File: src/rtl/vga_pkg.sv
// Shared VGA timing defaults and pixel/control types for the framebuffer scheduler.
package vga_pkg;

  // 640x480@60 defaults
  localparam int unsigned H_DISPLAY_DEF   = 640;
  localparam int unsigned H_FPORCH_DEF    = 16;
  localparam int unsigned H_SYNCPULSE_DEF = 96;
  localparam int unsigned H_BPORCH_DEF    = 48;
  localparam int unsigned V_DISPLAY_DEF   = 480;
  localparam int unsigned V_FPORCH_DEF    = 10;
  localparam int unsigned V_SYNCPULSE_DEF = 2;
  localparam int unsigned V_BPORCH_DEF    = 33;

  localparam int unsigned H_TOTAL  = H_DISPLAY_DEF + H_FPORCH_DEF + H_SYNCPULSE_DEF + H_BPORCH_DEF;
  localparam int unsigned V_TOTAL  = V_DISPLAY_DEF + V_FPORCH_DEF + V_SYNCPULSE_DEF + V_BPORCH_DEF;
  localparam int unsigned FB_WORDS = H_DISPLAY_DEF * V_DISPLAY_DEF;

  // One framebuffer word: {r,g,b}
  typedef logic [2:0] rgb_t;

  // Per-pixel control flags carried down the output pipeline alongside the RAM access
  typedef struct packed {
    logic de;  // visible pixel
    logic hs;  // hsync active (polarity applied at the pins)
    logic vs;  // vsync active
    logic fs;  // pixel (0,0)
  } vid_ctl_t;

endpackage

File: src/rtl/vga_timing.sv
// Horizontal/vertical raster counters with region decode at the counter stage.
module vga_timing
  import vga_pkg::*;
#(
  parameter int unsigned H_DISPLAY   = H_DISPLAY_DEF,
  parameter int unsigned H_FPORCH    = H_FPORCH_DEF,
  parameter int unsigned H_SYNCPULSE = H_SYNCPULSE_DEF,
  parameter int unsigned H_BPORCH    = H_BPORCH_DEF,
  parameter int unsigned V_DISPLAY   = V_DISPLAY_DEF,
  parameter int unsigned V_FPORCH    = V_FPORCH_DEF,
  parameter int unsigned V_SYNCPULSE = V_SYNCPULSE_DEF,
  parameter int unsigned V_BPORCH    = V_BPORCH_DEF
) (
  input  logic clk_i,
  input  logic rst_i,
  output logic de_o,
  output logic hsync_act_o,
  output logic vsync_act_o,
  output logic frame_first_o,
  output logic frame_last_o
);

  localparam int unsigned HTotal = H_DISPLAY + H_FPORCH + H_SYNCPULSE + H_BPORCH;
  localparam int unsigned VTotal = V_DISPLAY + V_FPORCH + V_SYNCPULSE + V_BPORCH;
  localparam int unsigned HW     = $clog2(HTotal);
  localparam int unsigned VW     = $clog2(VTotal);

  localparam logic [HW-1:0] HLast   = HW'(HTotal - 1);
  localparam logic [HW-1:0] HDisp   = HW'(H_DISPLAY);
  localparam logic [HW-1:0] HsStart = HW'(H_DISPLAY + H_FPORCH);
  localparam logic [HW-1:0] HsEnd   = HW'(H_DISPLAY + H_FPORCH + H_SYNCPULSE);
  localparam logic [VW-1:0] VLast   = VW'(VTotal - 1);
  localparam logic [VW-1:0] VDisp   = VW'(V_DISPLAY);
  localparam logic [VW-1:0] VsStart = VW'(V_DISPLAY + V_FPORCH);
  localparam logic [VW-1:0] VsEnd   = VW'(V_DISPLAY + V_FPORCH + V_SYNCPULSE);

  logic [HW-1:0] h_q, h_d;
  logic [VW-1:0] v_q, v_d;
  logic          h_last, v_last;

  // Next raster position: h wraps every line, v advances on h wrap and wraps per frame
  always_comb begin
    h_last = (h_q == HLast);
    v_last = (v_q == VLast);
    h_d    = h_q + HW'(1);
    v_d    = v_q;
    if (h_last) begin
      h_d = '0;
      v_d = v_last ? '0 : v_q + VW'(1);
    end
  end

  // Raster position registers
  always_ff @(posedge clk_i) begin
    if (rst_i) begin
      h_q <= '0;
      v_q <= '0;
    end else begin
      h_q <= h_d;
      v_q <= v_d;
    end
  end

  // Region decode for the current counter stage
  always_comb begin
    de_o          = (h_q < HDisp) && (v_q < VDisp);
    hsync_act_o   = (h_q >= HsStart) && (h_q < HsEnd);
    vsync_act_o   = (v_q >= VsStart) && (v_q < VsEnd);
    frame_first_o = (h_q == '0) && (v_q == '0);
    frame_last_o  = h_last && v_last;
  end

endmodule

File: src/rtl/vga_fb_scheduler.sv
// Framebuffer RAM scheduler: one read per visible pixel, writer granted only in blanking,
// and a 3-stage output pipeline that keeps colour and sync aligned at the VGA pins.
module vga_fb_scheduler
  import vga_pkg::*;
#(
  parameter int unsigned H_DISPLAY   = H_DISPLAY_DEF,
  parameter int unsigned H_FPORCH    = H_FPORCH_DEF,
  parameter int unsigned H_SYNCPULSE = H_SYNCPULSE_DEF,
  parameter int unsigned H_BPORCH    = H_BPORCH_DEF,
  parameter int unsigned V_DISPLAY   = V_DISPLAY_DEF,
  parameter int unsigned V_FPORCH    = V_FPORCH_DEF,
  parameter int unsigned V_SYNCPULSE = V_SYNCPULSE_DEF,
  parameter int unsigned V_BPORCH    = V_BPORCH_DEF,
  parameter bit          SYNC_POL    = 1'b0,
  parameter int unsigned ADDR_W      = 19
) (
  input  logic              clk,
  input  logic              rst,
  input  logic              wr_req,
  input  logic [ADDR_W-1:0] wr_addr,
  input  logic [2:0]        wr_data,
  output logic              wr_ack,
  output logic [ADDR_W-1:0] mem_addr,
  output logic              mem_we,
  output logic [2:0]        mem_wdata,
  input  logic [2:0]        mem_rdata,
  output logic              hsync,
  output logic              vsync,
  output logic              r,
  output logic              g,
  output logic              b,
  output logic              frame_start
);

  localparam int unsigned FbWords = H_DISPLAY * V_DISPLAY;

  // Counter-stage signals
  logic de_c, hs_act_c, vs_act_c, first_c, last_c;

  vga_timing #(
    .H_DISPLAY  (H_DISPLAY),
    .H_FPORCH   (H_FPORCH),
    .H_SYNCPULSE(H_SYNCPULSE),
    .H_BPORCH   (H_BPORCH),
    .V_DISPLAY  (V_DISPLAY),
    .V_FPORCH   (V_FPORCH),
    .V_SYNCPULSE(V_SYNCPULSE),
    .V_BPORCH   (V_BPORCH)
  ) u_timing (
    .clk_i        (clk),
    .rst_i        (rst),
    .de_o         (de_c),
    .hsync_act_o  (hs_act_c),
    .vsync_act_o  (vs_act_c),
    .frame_first_o(first_c),
    .frame_last_o (last_c)
  );

  // Read address walks the visible pixels linearly, so no v*H_DISPLAY product is needed
  logic [ADDR_W-1:0] rd_addr_q, rd_addr_d;

  // Stage 1: RAM command and write handshake
  logic [ADDR_W-1:0] mem_addr_q, mem_addr_d;
  logic              mem_we_q, mem_we_d;
  rgb_t              mem_wdata_q, mem_wdata_d;
  logic              wr_ack_q, wr_ack_d;
  logic              grant, wr_in_range;

  // Control flags delayed alongside the RAM access
  vid_ctl_t ctl_c, ctl_s1_q, ctl_s2_q;

  // Stage 3: registered pin outputs
  rgb_t rgb_q, rgb_d;
  logic hsync_q, hsync_d;
  logic vsync_q, vsync_d;
  logic fs_q, fs_d;

  // Slot arbitration: display reads win; the writer takes blanking slots, never two acks in a row
  always_comb begin
    grant       = ~de_c & wr_req & ~wr_ack_q;
    wr_in_range = (wr_addr < ADDR_W'(FbWords));
    wr_ack_d    = grant;
    mem_we_d    = 1'b0;
    mem_addr_d  = mem_addr_q;
    mem_wdata_d = mem_wdata_q;
    if (de_c) begin
      mem_addr_d = rd_addr_q;
    end else if (grant && wr_in_range) begin
      // Out-of-range requests are acked but dropped, leaving the RAM port idle
      mem_addr_d  = wr_addr;
      mem_we_d    = 1'b1;
      mem_wdata_d = wr_data;
    end
  end

  // Read address: advance after each visible read, restart for pixel (0,0)
  always_comb begin
    rd_addr_d = rd_addr_q;
    if (last_c) begin
      rd_addr_d = '0;
    end else if (de_c) begin
      rd_addr_d = rd_addr_q + ADDR_W'(1);
    end
  end

  // Output stage: colour gated by the delayed display enable, sync polarity applied here
  always_comb begin
    ctl_c   = '{de: de_c, hs: hs_act_c, vs: vs_act_c, fs: first_c};
    rgb_d   = ctl_s2_q.de ? rgb_t'(mem_rdata) : rgb_t'('0);
    hsync_d = ctl_s2_q.hs ? SYNC_POL : ~SYNC_POL;
    vsync_d = ctl_s2_q.vs ? SYNC_POL : ~SYNC_POL;
    fs_d    = ctl_s2_q.fs;
  end

  // Pipeline and address registers
  always_ff @(posedge clk) begin
    if (rst) begin
      rd_addr_q   <= '0;
      mem_addr_q  <= '0;
      mem_we_q    <= 1'b0;
      mem_wdata_q <= '0;
      wr_ack_q    <= 1'b0;
      ctl_s1_q    <= '0;
      ctl_s2_q    <= '0;
      rgb_q       <= '0;
      hsync_q     <= ~SYNC_POL;
      vsync_q     <= ~SYNC_POL;
      fs_q        <= 1'b0;
    end else begin
      rd_addr_q   <= rd_addr_d;
      mem_addr_q  <= mem_addr_d;
      mem_we_q    <= mem_we_d;
      mem_wdata_q <= mem_wdata_d;
      wr_ack_q    <= wr_ack_d;
      ctl_s1_q    <= ctl_c;
      ctl_s2_q    <= ctl_s1_q;
      rgb_q       <= rgb_d;
      hsync_q     <= hsync_d;
      vsync_q     <= vsync_d;
      fs_q        <= fs_d;
    end
  end

  assign wr_ack      = wr_ack_q;
  assign mem_addr    = mem_addr_q;
  assign mem_we      = mem_we_q;
  assign mem_wdata   = mem_wdata_q;
  assign r           = rgb_q[2];
  assign g           = rgb_q[1];
  assign b           = rgb_q[0];
  assign hsync       = hsync_q;
  assign vsync       = vsync_q;
  assign frame_start = fs_q;

endmodule

File: config.mk
export PLATFORM = sky130hd
export DESIGN_NAME = vga_fb_scheduler
export DESIGN_NICKNAME = d
export VERILOG_FILES = /design/src/rtl/vga_pkg.sv /design/src/rtl/vga_timing.sv /design/src/rtl/vga_fb_scheduler.sv
export SDC_FILE = /design/constraint.sdc
export NUM_CORES = 1
export LEC_CHECK = 0
export BUFFER_PORTS_ARGS = -buffer_cell sky130_fd_sc_hd__buf_2
export CORE_ASPECT_RATIO = 1.2
export CORE_UTILIZATION = 45
export CTS_CLUSTER_DIAMETER = 120
export DETAILED_ROUTE_END_ITERATION = 10
export PLACE_DENSITY = 0.77
export RECOVER_POWER = 25
export REMOVE_ABC_BUFFERS = 1
export SYNTH_ARGS = -nofsm -noshare
export SYNTH_HDL_FRONTEND = slang
export SYNTH_HIERARCHICAL = 1
export SYNTH_SLANG_ARGS = --single-unit
File: constraint.sdc
create_clock -name clk -period 2.4 [get_ports clk]
set_input_delay 0.48 -clock clk [delete_from_list [all_inputs] [get_ports clk]]
set_output_delay 0.48 -clock clk [all_outputs]
set_load 0.02 [all_outputs]
==> flow_summary.yaml, run 1 <==
logic_synthesis:
  synth_edf_count: 0
  avgSynthCellArea_um2: 8.905
  synth.mux.area_fraction_pct: 0.5869
  ys_warn_count: 6
  synth_cells: 383
  yosys.area.top_type: "dfxtp_1"
  synth_cell_types: 55
  async_flop_share_pct: 0
  synth-compound-area-share_pct: 13.94
  synth_top_family_by_area: "simple AND/OR/NAND/NOR gates"
  ys_ff_latch: 77
  syn_area_um2: 3411
  synthTopCellsByArea: "dfxtp_1, a21oi_1, xnor2_1"
  synth_ff_type: "dfxtp_1"
  synth_top_area_share_pct: 45.19
  synthXorXnorAreaFrac_pct: 5.649
  synthSimpleGateAreaFrac_pct: 26.82
  ys_seq_area_share_pct: 45.19
  synthAdderAreaFrac_pct: 1.834
sta:
  tightest_slew_ns: 0.7038
  fin_ws_ns: 0.1698
  slew_headroom_pct: 53.08
  hold_viol_final: 0
  maxSlewViolCount: 0
  fmax_ghz: 0.4484
  min_period_ns: 2.230
  tns_ns: 0
  fin_skew_ns: 0.01130
  period_share_pct: 92.93
  setup_viol: 0
setup_path:
  cp_max_fo: 8
  crit_path_end_kind: "flop"
  required_ns: 2.69
  crit_type: "reg2reg"
  regToRegSetupSlack_ns: 0.17
  cp-start-kind: "flop"
  arrival_ns: 2.52
grt:
  grt_pass1_wl_um: 12210
  grt.overflow.total: 0
  grt_pass1_vias: 2768
  grt_use_total_pct: 19.91
  grt_max_degree: 31
  antenna_found_initial: 0
die:
  rows: 34
  dieArea_um2: 7933
  start_util_pct: 46.89
  die_w_um: 81.48
  io_pins: 58
  core_um2: 7274
  fp.dieH_um: 97.37
clocking:
  cts_made_buffers: 9
  clock_latency_ns: 0.36
  cts.clk_slew.worst_paths_ns: 0.08
  cts_hold_buf: 0
  root_buffer: "clkbuf_8"
  htree_num_levels: 3
  cts_sinks: 77
  tritoncts: "yes"
  cts_max_path_buffers: 2
placed_design:
  dp_hpwl_um: 5247
  dp_cells: 517
  gp_congestion: 0.9180
  io_buffer_count: 57
  place_ws_ns: 0.1253
  placedInstanceArea_um2: 3762
layout:
  stdcell_count: 536
  layout.cells.most_common_list: "dfxtp_1, buf_2, nor2_1, nand2_1, a21oi_1"
  antenna_cells: 0
  design_area_um2: 3991
  drive_above_1_share_pct: 19.96
  layout.nets: 474
  postLayoutCoreUtil_pct: 54.87
  final_common_cell: "dfxtp_1"
  syn_to_final_growth_pct: 17.02
power:
  p_leak_nw: 1.498
  ir_worst_vdd_mv: 0.3400
  power_density_nw_per_um2: 607.1
route:
  drtAntennaViolNets: 0
  drt_iter0_markers: 124
  routedWlPerCell_um: 13.96
  finalWirelength_um: 7485
  viasPerCell: 5.515
  drt_drc_violations_left: 0
  routed-via-count: 2956
  first_pass_iters: 4
job:
  cap_viol_max_count: 0
run_status:
  outcome: "finished clean"
min_path:
  min_path_type: "in2reg"
## path summary, 6_finish.rpt
path,cells after the start,to,start
setup reg to reg,5,u_timing/v_q[9]$_SDFFE_PP0N_,u_timing/h_q[0]$_SDFF_PP0_
hold reg to reg,1,vsync$_SDFF_PP1_,ctl_s2_q[1]$_SDFF_PP0_
hold / removal,2,rgb_q[2]$_SDFF_PP0_,mem_rdata[2]
setup / recovery,5,u_timing/v_q[9]$_SDFFE_PP0N_,u_timing/h_q[0]$_SDFF_PP0_
## synth_stat cells (3+ instances only)
library cell	count
buf_2	3
a221oi_1	12
nor2_1	33
nand2_1	31
xor2_1	7
buf_6	3
and4_1	3
xnor2_1	15
clkbuf_1	13
o31ai_1	4
buf_4	4
ha_1	5
and2_1	4
nor2b_1	12
nand2b_1	3
or3_1	5
nor4_1	12
dfxtp_1	77
inv_1	18
nand3b_1	7
nand3_1	14
and3_1	4
a21oi_1	30
nor3_1	10
o21ai_0	6
a22oi_1	6
nand4_1	10
## through the flow
| step | total power (W) | hold WS [ns] |
|---|---|---|
| global placement | 0.001437 | 0.3608 |
| global route | 0.002503 | 0.3241 |
| detailed placement | 0.001441 | 0.3649 |
| floorplan | 0.001383 | 0.3552 |
| CTS | 0.002439 | 0.3081 |
| finish | 0.002423 | 0.3190 |
## routing by layer
metal | share of wire, % | vias to the layer above | GRT usage [%]
met1 | 45 | 1387 | 24.00
met4 | 1.6 | 0 | 9.753
li1 | - | 1473 | -
met3 | 5.3 | 11 | 3.944
met2 | 48 | 85 | 32.88
met5 | 0 | - | 0
## power breakdown
| group | internal, W | switching [W] | total (W) |
|---|---|---|---|
| sequential | 0.00129 | 0.0000138 | 0.00131 |
| combinational | 0.0000432 | 0.0000600 | 0.000103 |
| clock | 0.000515 | 0.000497 | 0.00101 |
## final cells by class
type                            count  area [um2]
Tap cell                           90       112.6
Clock buffer                       10       137.6
Inverter                           18       67.56
Sequential cell                    77        1541
Multi-Input combinational cell    263        1680
Fill cell                         649        3283
Timing Repair Buffer               72       379.1
Clock inverter                      6       72.57
## timing repair
item                                    CTS  global route
endpoints found under the hold margin     0             0
resized for setup                         0             5
endpoints found under the setup margin    0            18
setup buffers                             0             3
## sequential cells by signal, summed over array words and instances, names as in the netlist
register,cells
frame_start,1
vsync,1
ctl_s2_q,3
mem_we,1
mem_wdata,3
ctl_s1_q,4
u_timing/v_q,10
rd_addr_q,19
rgb_q,3
mem_addr,19
fs_d,1
hsync,1
u_timing/h_q,10
wr_ack,1
## cell families after synthesis
group | after synthesis
fa+ha+maj | 5
flops | 77
buf+inv | 43
mux | 2
simple gates | 163
xor+xnor | 22
compound gates | 71
## critical path, cell delays in order, from the launching register on
cell and delay [ns]:
dfxtp_1 0.40, ha_1 0.27, nand4_2 0.22, nor4_1 0.49, or4b_2 0.63, a21oi_1 0.16
No activity file was read; power rests on OpenSTA's default activity.
==> run 2: changes to the inputs <==
--- a/config.mk
+++ b/config.mk
@@ -8,6 +8,7 @@
 export BUFFER_PORTS_ARGS = -buffer_cell sky130_fd_sc_hd__buf_2
 export CORE_ASPECT_RATIO = 1.2
 export CORE_UTILIZATION = 45
+export CTS_BUF_LIST = sky130_fd_sc_hd__clkbuf_16
 export CTS_CLUSTER_DIAMETER = 120
 export DETAILED_ROUTE_END_ITERATION = 10
 export PLACE_DENSITY = 0.77
==> flow_summary.yaml, run 2 (synthesis gave the netlist of run 1 again) <==
run_status:
  outcome: "finished clean"
setup_path:
  required_ns: 2.67
  crit_chain: "ha_1 -> nand4_2 -> nor4_1 -> or4b_2 -> a21oi_1"
  endpoint: "u_timing/v_q[9]$_SDFFE_PP0N_"
  max_stage_delay_ns: 0.64
  crit_type: "reg2reg"
  crit_path_top_delay_cell: "or4b_2"
  cp_max_fo: 8
  r2r-start: "u_timing/h_q[0]$_SDFF_PP0_"
  regToRegSetupSlack_ns: 0.15
  r2r_cells: 5
  crit_path_end_kind: "flop"
  worstReg2RegEnd: "u_timing/v_q[9]$_SDFFE_PP0N_"
  cp-start-kind: "flop"
  arrival_ns: 2.52
  crit_path_start: "u_timing/h_q[0]$_SDFF_PP0_"
die:
  core_um2: 7274
  die_w_um: 81.48
  io_pins: 58
  fp.dieH_um: 97.37
  dieArea_um2: 7933
  rows: 34
  start_util_pct: 46.89
route:
  routedWlPerCell_um: 14.06
  drt_iter0_markers: 155
  finalWirelength_um: 7537
  drt_drc_violations_left: 0
  drtAntennaViolNets: 0
  routed-via-count: 3022
  viasPerCell: 5.638
  first_pass_iters: 4
sta:
  min_period_ns: 2.251
  hold_viol_final: 0
  tns_ns: 0
  fin_skew_ns: 0.006810
  slew_headroom_pct: 54.09
  period_share_pct: 93.79
  maxSlewViolCount: 0
  setup_viol: 0
  fmax_ghz: 0.4443
  tightest_slew_ns: 0.6887
grt:
  grt_busiest_layer: "met2"
  grt_util_met3_pct: 4.507
  grt_max_degree: 31
  grt.overflow.total: 0
  grt_use_met2_pct: 33.72
  grt.met1_usage_pct: 24.24
  antenna_found_initial: 0
  grt_use_total_pct: 20.07
  grt_pass1_vias: 2772
  grt_pass1_wl_um: 12360
clocking:
  root_buffer: "clkbuf_16"
  cts_max_path_buffers: 2
  cts.clk_slew.worst_paths_ns: 0.06
  cts_made_buffers: 9
  htree_num_levels: 3
  clock_latency_ns: 0.33
  cts_sinks: 77
  tritoncts: "yes"
job:
  cap_viol_max_count: 0
power:
  p_leak_nw: 1.536
  power_density_nw_per_um2: 675.4
  ir_worst_vdd_mv: 0.3872
  p_total_w: 0.002752
min_path:
  min_path_type: "in2reg"
layout:
  drive_above_1_share_pct: 19.51
  layout.nets: 474
  syn_to_final_growth_pct: 19.44
  antenna_cells: 0
  final_common_cell: "dfxtp_1"
  layout.cells.most_common_list: "dfxtp_1, buf_2, nor2_1, nand2_1, a21oi_1"
  nFillCells: 635
placed_design:
  dp_hpwl_um: 5247
  io_buffer_count: 57
  gp_congestion: 0.9180
## run 2: cell count changes in the layout (fill, tap and decap cells not counted)
cell	delta
o211a_2	+1
o211a_4	-1
clkbuf_8	-10
clkbuf_16	+9
clkinv_1	+1
and4_1	+1
and4_2	-1
## run 2: layout make-up
cell class / count / area (um2) / share of cell area [%]
inverters: 18 / 67.56 / 1.658
repair buffers: 72 / 379.1 / 9.306
well taps: 90 / 112.6 / 2.764
clock inverters: 7 / 76.32 / 1.873
clock buffers: 9 / 225.2 / 5.528
flip-flops and latches: 77 / 1541 / 37.84
multi-input cells: 263 / 1672 / 41.03
## run 2: worst min-delay path by stage
stage                                to  slack [ns]              startpoint  depth (start not counted)
CTS                 rgb_q[0]$_SDFF_PP0_        0.34            mem_rdata[0]                          2
detailed placement     vsync$_SDFF_PP1_        0.36  ctl_s2_q[1]$_SDFF_PP0_                          1
global route        rgb_q[0]$_SDFF_PP0_        0.36            mem_rdata[0]                          2
floorplan              hsync$_SDFF_PP1_        0.36  ctl_s2_q[2]$_SDFF_PP0_                          1
global placement       hsync$_SDFF_PP1_        0.36  ctl_s2_q[2]$_SDFF_PP0_                          1
finish              rgb_q[2]$_SDFF_PP0_        0.35            mem_rdata[2]                          2
## run 2: worst max-delay path: cells and delay by family, from the launching register on
kind	cells	cell delay (ns)
simple gates	3	1.37
flops	1	0.39
fa+ha+maj	1	0.25
compound gates	1	0.17
## run 2: stage by stage
stage	setup slack, ns	util, %	hold WS [ns]	instances	cell area (um2)
after floorplan	-0.4211	-	0.3552	358	3274
after global placement	0.2307	51.72	0.3608	517	3762
after detailed placement	0.1253	51.72	0.3649	517	3762
after CTS	0.1395	55.87	0.3381	533	4064
after global routing	-0.01948	56.00	0.3557	536	4074
final	0.1490	56.00	0.3480	536	4074
## run 2: where the power goes
group          leakage (nW)  internal (W)  switching (W)
sequential            0.623       0.00130      0.0000137
combinational         0.769     0.0000435      0.0000590
clock                 0.143      0.000808       0.000531
total                  1.54       0.00215       0.000604
## run 2: layer usage
metal / share of wire (%) / wire length (um) / up-vias
li1: - / - / 1478
met1: 45 / 3357 / 1418
met2: 48 / 3644 / 109
met3: 5.7 / 427 / 17
met4: 1.4 / 107 / 0
met5: 0 / 0 / -
## run 2: repair_timing
item,4_1_cts,5_1_grt
hold buffers,0,0
setup buffers,0,3
endpoints found under the setup margin,0,12
resized for setup,0,3
